==> src/rtl/demux_stream_1ton.sv <==
// -----------------------------------------------------------------------------
// demux_stream_1ton
//
// Registered 1-to-N stream demultiplexer. A word accepted on the input
// handshake is written into the one-entry output register of the channel
// named by in_sel and shows up there one cycle later. Each channel drains on
// its own valid/ready handshake, so a stalled consumer only blocks traffic
// aimed at its own lane. A word whose select names no channel is accepted,
// discarded and flagged with a one-cycle drop_err pulse.
//
// Parameters:
//   WIDTH  data width in bits per word
//   N      number of output channels (1..256)
//   SEL_W  derived select width, (N > 1) ? $clog2(N) : 1
//
// Ports:
//   clk        rising-edge clock
//   rst_n      asynchronous active-low reset
//   in_valid   producer has a word
//   in_ready   block accepts the word this cycle (combinational)
//   in_data    input word
//   in_sel     destination channel index
//   out_valid  bit k: channel k register holds a word
//   out_ready  bit k: consumer k takes the word this cycle
//   out_data   channel k occupies bits [k*WIDTH +: WIDTH]
//   drop_err   registered pulse: an out-of-range word was dropped
//
// Optional build macro DEMUX_STATS_EN adds:
//   stats_clr  synchronous clear of all transfer counters (wins over count)
//   xfer_cnt   channel k holds an 8-bit saturating count of output
//              handshakes in bits [k*8 +: 8]
// -----------------------------------------------------------------------------
module demux_stream_1ton #(
  parameter  int WIDTH = 8,
  parameter  int N     = 4,
  localparam int SEL_W = (N > 1) ? $clog2(N) : 1
) (
  input  logic               clk,
  input  logic               rst_n,
  input  logic               in_valid,
  output logic               in_ready,
  input  logic [WIDTH-1:0]   in_data,
  input  logic [SEL_W-1:0]   in_sel,
  output logic [N-1:0]       out_valid,
  input  logic [N-1:0]       out_ready,
  output logic [N*WIDTH-1:0] out_data,
  output logic               drop_err
`ifdef DEMUX_STATS_EN
  ,
  input  logic               stats_clr,
  output logic [N*8-1:0]     xfer_cnt
`endif
);

  logic [N-1:0]            valid_q, valid_d;
  logic [N-1:0][WIDTH-1:0] data_q,  data_d;
  logic                    drop_q,  drop_d;

  logic                    sel_in_range;
  logic                    sel_ready;
  logic                    accept;

  // Decode the select by comparing against every channel index instead of
  // indexing valid_q[in_sel]: an out-of-range select then simply matches
  // nothing and never produces an out-of-bounds access.
  // NOTE: every variable written in always_comb gets a default first, so no
  // path leaves it unassigned and no latch is inferred.
  always_comb begin
    sel_in_range = 1'b0;
    sel_ready    = 1'b1;
    for (int k = 0; k < N; k++) begin
      if (in_sel == SEL_W'(k)) begin
        sel_in_range = 1'b1;
        sel_ready    = !valid_q[k] || out_ready[k];
      end
    end
  end

  // Out-of-range words are always taken so the producer never deadlocks.
  assign in_ready = sel_ready;
  assign accept   = in_valid && in_ready;

  // Drain first, then let a same-cycle fill override it: a channel that is
  // emptied and refilled on one edge stays full with the new word.
  always_comb begin
    valid_d = valid_q;
    data_d  = data_q;
    for (int k = 0; k < N; k++) begin
      if (valid_q[k] && out_ready[k]) begin
        valid_d[k] = 1'b0;
      end
      if (accept && (in_sel == SEL_W'(k))) begin
        valid_d[k] = 1'b1;
        data_d[k]  = in_data;
      end
    end
    drop_d = accept && !sel_in_range;
  end

  // NOTE: the data registers are reset as well as the valid bits because
  // out_data must read zero straight out of reset.
  // NOTE: state registers use non-blocking assignments so every register
  // samples the pre-edge values regardless of statement order.
  always_ff @(posedge clk or negedge rst_n) begin
    if (!rst_n) begin
      valid_q <= '0;
      data_q  <= '0;
      drop_q  <= 1'b0;
    end else begin
      valid_q <= valid_d;
      data_q  <= data_d;
      drop_q  <= drop_d;
    end
  end

  assign out_valid = valid_q;
  assign out_data  = data_q;
  assign drop_err  = drop_q;

`ifdef DEMUX_STATS_EN
  logic [N-1:0][7:0] cnt_q, cnt_d;

  always_comb begin
    cnt_d = cnt_q;
    for (int k = 0; k < N; k++) begin
      if (stats_clr) begin
        cnt_d[k] = 8'd0;
      end else if (valid_q[k] && out_ready[k] && (cnt_q[k] != 8'hFF)) begin
        cnt_d[k] = cnt_q[k] + 8'd1;
      end
    end
  end

  always_ff @(posedge clk or negedge rst_n) begin
    if (!rst_n) begin
      cnt_q <= '0;
    end else begin
      cnt_q <= cnt_d;
    end
  end

  assign xfer_cnt = cnt_q;
`else
  // Statistics disabled: no counters and no extra ports.
`endif

endmodule

==> config.mk <==
export PLATFORM = sky130hd
export DESIGN_NAME = demux_stream_1ton
export DESIGN_NICKNAME = d
export VERILOG_FILES = /design/src/rtl/demux_stream_1ton.sv
export SDC_FILE = /design/constraint.sdc
export NUM_CORES = 1
export LEC_CHECK = 0
export ABC_AREA = 1
export ABC_CLOCK_PERIOD_IN_PS = 1400
export BUFFER_PORTS_ARGS = -buffer_cell sky130_fd_sc_hd__buf_2
export CORE_AREA = 8 8 68 70
export CTS_BUF_LIST = sky130_fd_sc_hd__clkbuf_16
export DETAILED_ROUTE_END_ITERATION = 10
export DIE_AREA = 0 0 76 78
export PLACE_DENSITY_LB_ADDON = 0.25
export SYNTH_ARGS = -nofsm -noshare
export SYNTH_HDL_FRONTEND = slang
export SYNTH_SLANG_ARGS = --single-unit
==> constraint.sdc <==
create_clock -name clk -period 1.4 [get_ports clk]
set_input_delay 0.28 -clock clk [delete_from_list [all_inputs] [get_ports clk]]
set_output_delay 0.28 -clock clk [all_outputs]
set_load 0.02 [all_outputs]
==> flow_summary.ini <==
[run_status]
status = finished with violations
violations = setup timing

[synthesis]
synth_seq_cells = 37
synth-compound-area-share = 0.00895
synthSimpleGateAreaFrac = 0.386
syn_area_sq_um = 1680
synth.net_count = 191
syn_avg_cell_area_sq_um = 9.64
synth.distinct_cells = 18
synth_top_cell_by_area = dfrtp_1
synth_top_family_by_area = simple AND/OR/NAND/NOR gates
synthAdderAreaFrac = 0
synth_cells = 174
ys_seq_area_frac = 0.552
synth_xor_area_frac = 0
synthTopCellsByArea = dfrtp_1, nand2_1, nand4_1, nand4_4, buf_6
synth.top_cell.area_share = 0.552
yosys_warnings = 0
synthMuxAreaShare = 0

[critical_path]
required_ns = 1.12
path_cells = inv_2, nor2_2, nand2_2, nand3_2, nor2_4, buf_6
critical_path.top_delay_family = flip-flops
worstSetupPathType = reg -> out
cp.arrival_ns = 1.18
end_kind = output port
path_buf_inv = 2
cpPeakStageDelay_ns = 0.39
start_kind = register
slowest_stage = dfrtp_1
worstPathMaxFanout = 2

[floorplan]
initial_core_util = 0.473
coreArea_sq_um = 3550
die_w_microns = 76
num_io_pins = 55
die-area_sq_um = 5930
num_rows = 22
die_h_microns = 78

[grt]
grt-ovfl-total = 0
grt_max_degree = 22
grt_pass1_vias = 1577
grt.total_usage = 0.161
grt_first_pass_wirelength_microns = 7730
grt_antenna_before_repair = 0

[run]
maxCapViolCount = 0

[finish]
nFillCells = 281
final_layout_size_suffix_gt1_frac = 0.492
final_nets = 277
insertedDiodeCount = 0
final_cell_area_sq_um = 2450
final_cells = 308
multi_input_area_sq_um = 785
layout_common_cells = nand2_1, buf_2, dfrtp_1
syn2layout_area_growth_pct = 45.8
seqCellArea_sq_um = 926

[timing]
fin_crit_sh = 1.04
period_needed_ns = 1.46
fmax_mhz = 684
relSlewSlack = 0.647
fin_skew_ns = 0.00310
fin_tns_setup_ns = -0.537
tightest_slew_ns = 0.530
final-setup-viol-count = 24
rsz0062_at_grt = yes
hold_viol = 0
layout_setup_ws_ns = -0.0625
drv_slew = 0

[routing]
final_antenna_net_count = 0
wl_microns = 5030
viasPerCell = 5.24
via_count = 1613
wl_per_cell_microns = 16.3
drt_iter0_drc = 134
drtPass1Iterations = 4
post-route-drc-count = 0

[clocking]
htree_levels = 2
cts_made_buffers = 5
tritoncts = yes
clock_path_buffers = 2
clk_pin_slew_ns = 0.05
numClockSinks = 37
clkLatencyLatePin_ns = 0.27
root_buffer = clkbuf_16

[place]
hpwlAfterDp_microns = 3310
place_area_sq_um = 2060
pre_cts_ws_ns = 0.0515
dp.cells = 281
io_buffers = 54
gp_congestion = 0.863

[power_and_ir_drop]
powerDensity_nw_per_um2 = 1360
ir_worst_vdd_v = 0.000803
p_leak_uw = 0.00129

[worst_hold_path]
hold_path.class = in -> reg
[synth_stat cells]
library cell,count
dfrtp_1,37
nor2_1,4
nand2_2,4
nand4_1,32
nor2_4,3
clkbuf_1,1
buf_2,3
buf_6,3
nand4_4,4
nor2_2,1
inv_2,3
nand2_1,67
nor2_8,1
o21ai_1,3
conb_1,1
inv_1,5
clkinv_1,1
nand3_2,1
[per-stage QoR]
step           hold WS (ns)   util  total power [uW]
4_1_cts               0.192  0.644              3280
3_3_place_gp          0.191  0.580              2210
5_1_grt               0.201  0.689              3500
2_1_floorplan       -0.0156      -              1870
3_5_place_dp          0.186  0.580              2230
6_report              0.194  0.689              3330
[routing by layer]
| layer | track usage | vias to the layer above | part of all wire |
|---|---|---|---|
| met5 | 0 | - | 0 |
| met1 | 0.191 | 757 | 0.41 |
| met3 | 0.0588 | 7 | 0.093 |
| met2 | 0.265 | 73 | 0.48 |
| li1 | - | 776 | - |
| met4 | 0.0490 | 0 | 0.014 |
[path summary, 6_finish.rpt]
| path | start | end | slack, ns | depth (start not counted) |
|---|---|---|---|---|
| max reg2reg | out_valid[0]$_DFFE_PN0P_ | out_data[16]$_DFFE_PN0P_ | -0.05 | 10 |
| min in group asynchronous | rst_n | out_data[8]$_DFFE_PN0P_ | 0.43 | 2 |
| min | out_ready[2] | out_valid[2]$_DFFE_PN0P_ | 0.19 | 2 |
| max | out_valid[1]$_DFFE_PN0P_ | in_ready | -0.06 | 6 |
| min reg2reg | out_data[6]$_DFFE_PN0P_ | out_data[6]$_DFFE_PN0P_ | 0.46 | 2 |
| max in group asynchronous | rst_n | out_data[15]$_DFFE_PN0P_ | 0.43 | 3 |
[repair_timing]
action | 4_1_cts | 5_1_grt
gates cloned | 0 | 4
pin swaps | 4 | 11
endpoints found under the hold margin | 13 | 0
hold buffers | 1 | 0
buffers inserted | 10 | 5
resized for setup | 6 | 22
setup endpoints to repair | 1 | 36
[sequential cells by signal, indices dropped and copies added, names as in the netlist]
register   flops
out_data      32
out_valid      4
drop_err       1
[kinds of logic after synthesis]
| family | Yosys count |
|---|---|
| buffers and inverters | 16 |
| AND/OR/NAND/NOR | 117 |
| flip-flops | 37 |
| AO/OA/AOI/OAI | 3 |
| other | 1 |
[final cells by class]
class | instances | share of cell area
clock buffers | 5 | 0.0512
clock inverters | 2 | 0.00307
inverters | 9 | 0.0138
multi-input cells | 125 | 0.321
flip-flops and latches | 37 | 0.379
well taps | 48 | 0.0246
repair buffers | 82 | 0.208
[power breakdown]
group	internal, uW	switching [uW]
registers	1260	114
logic	333	609
clock network	635	372
total	2230	1100
Power figures use the tool's default switching activity.
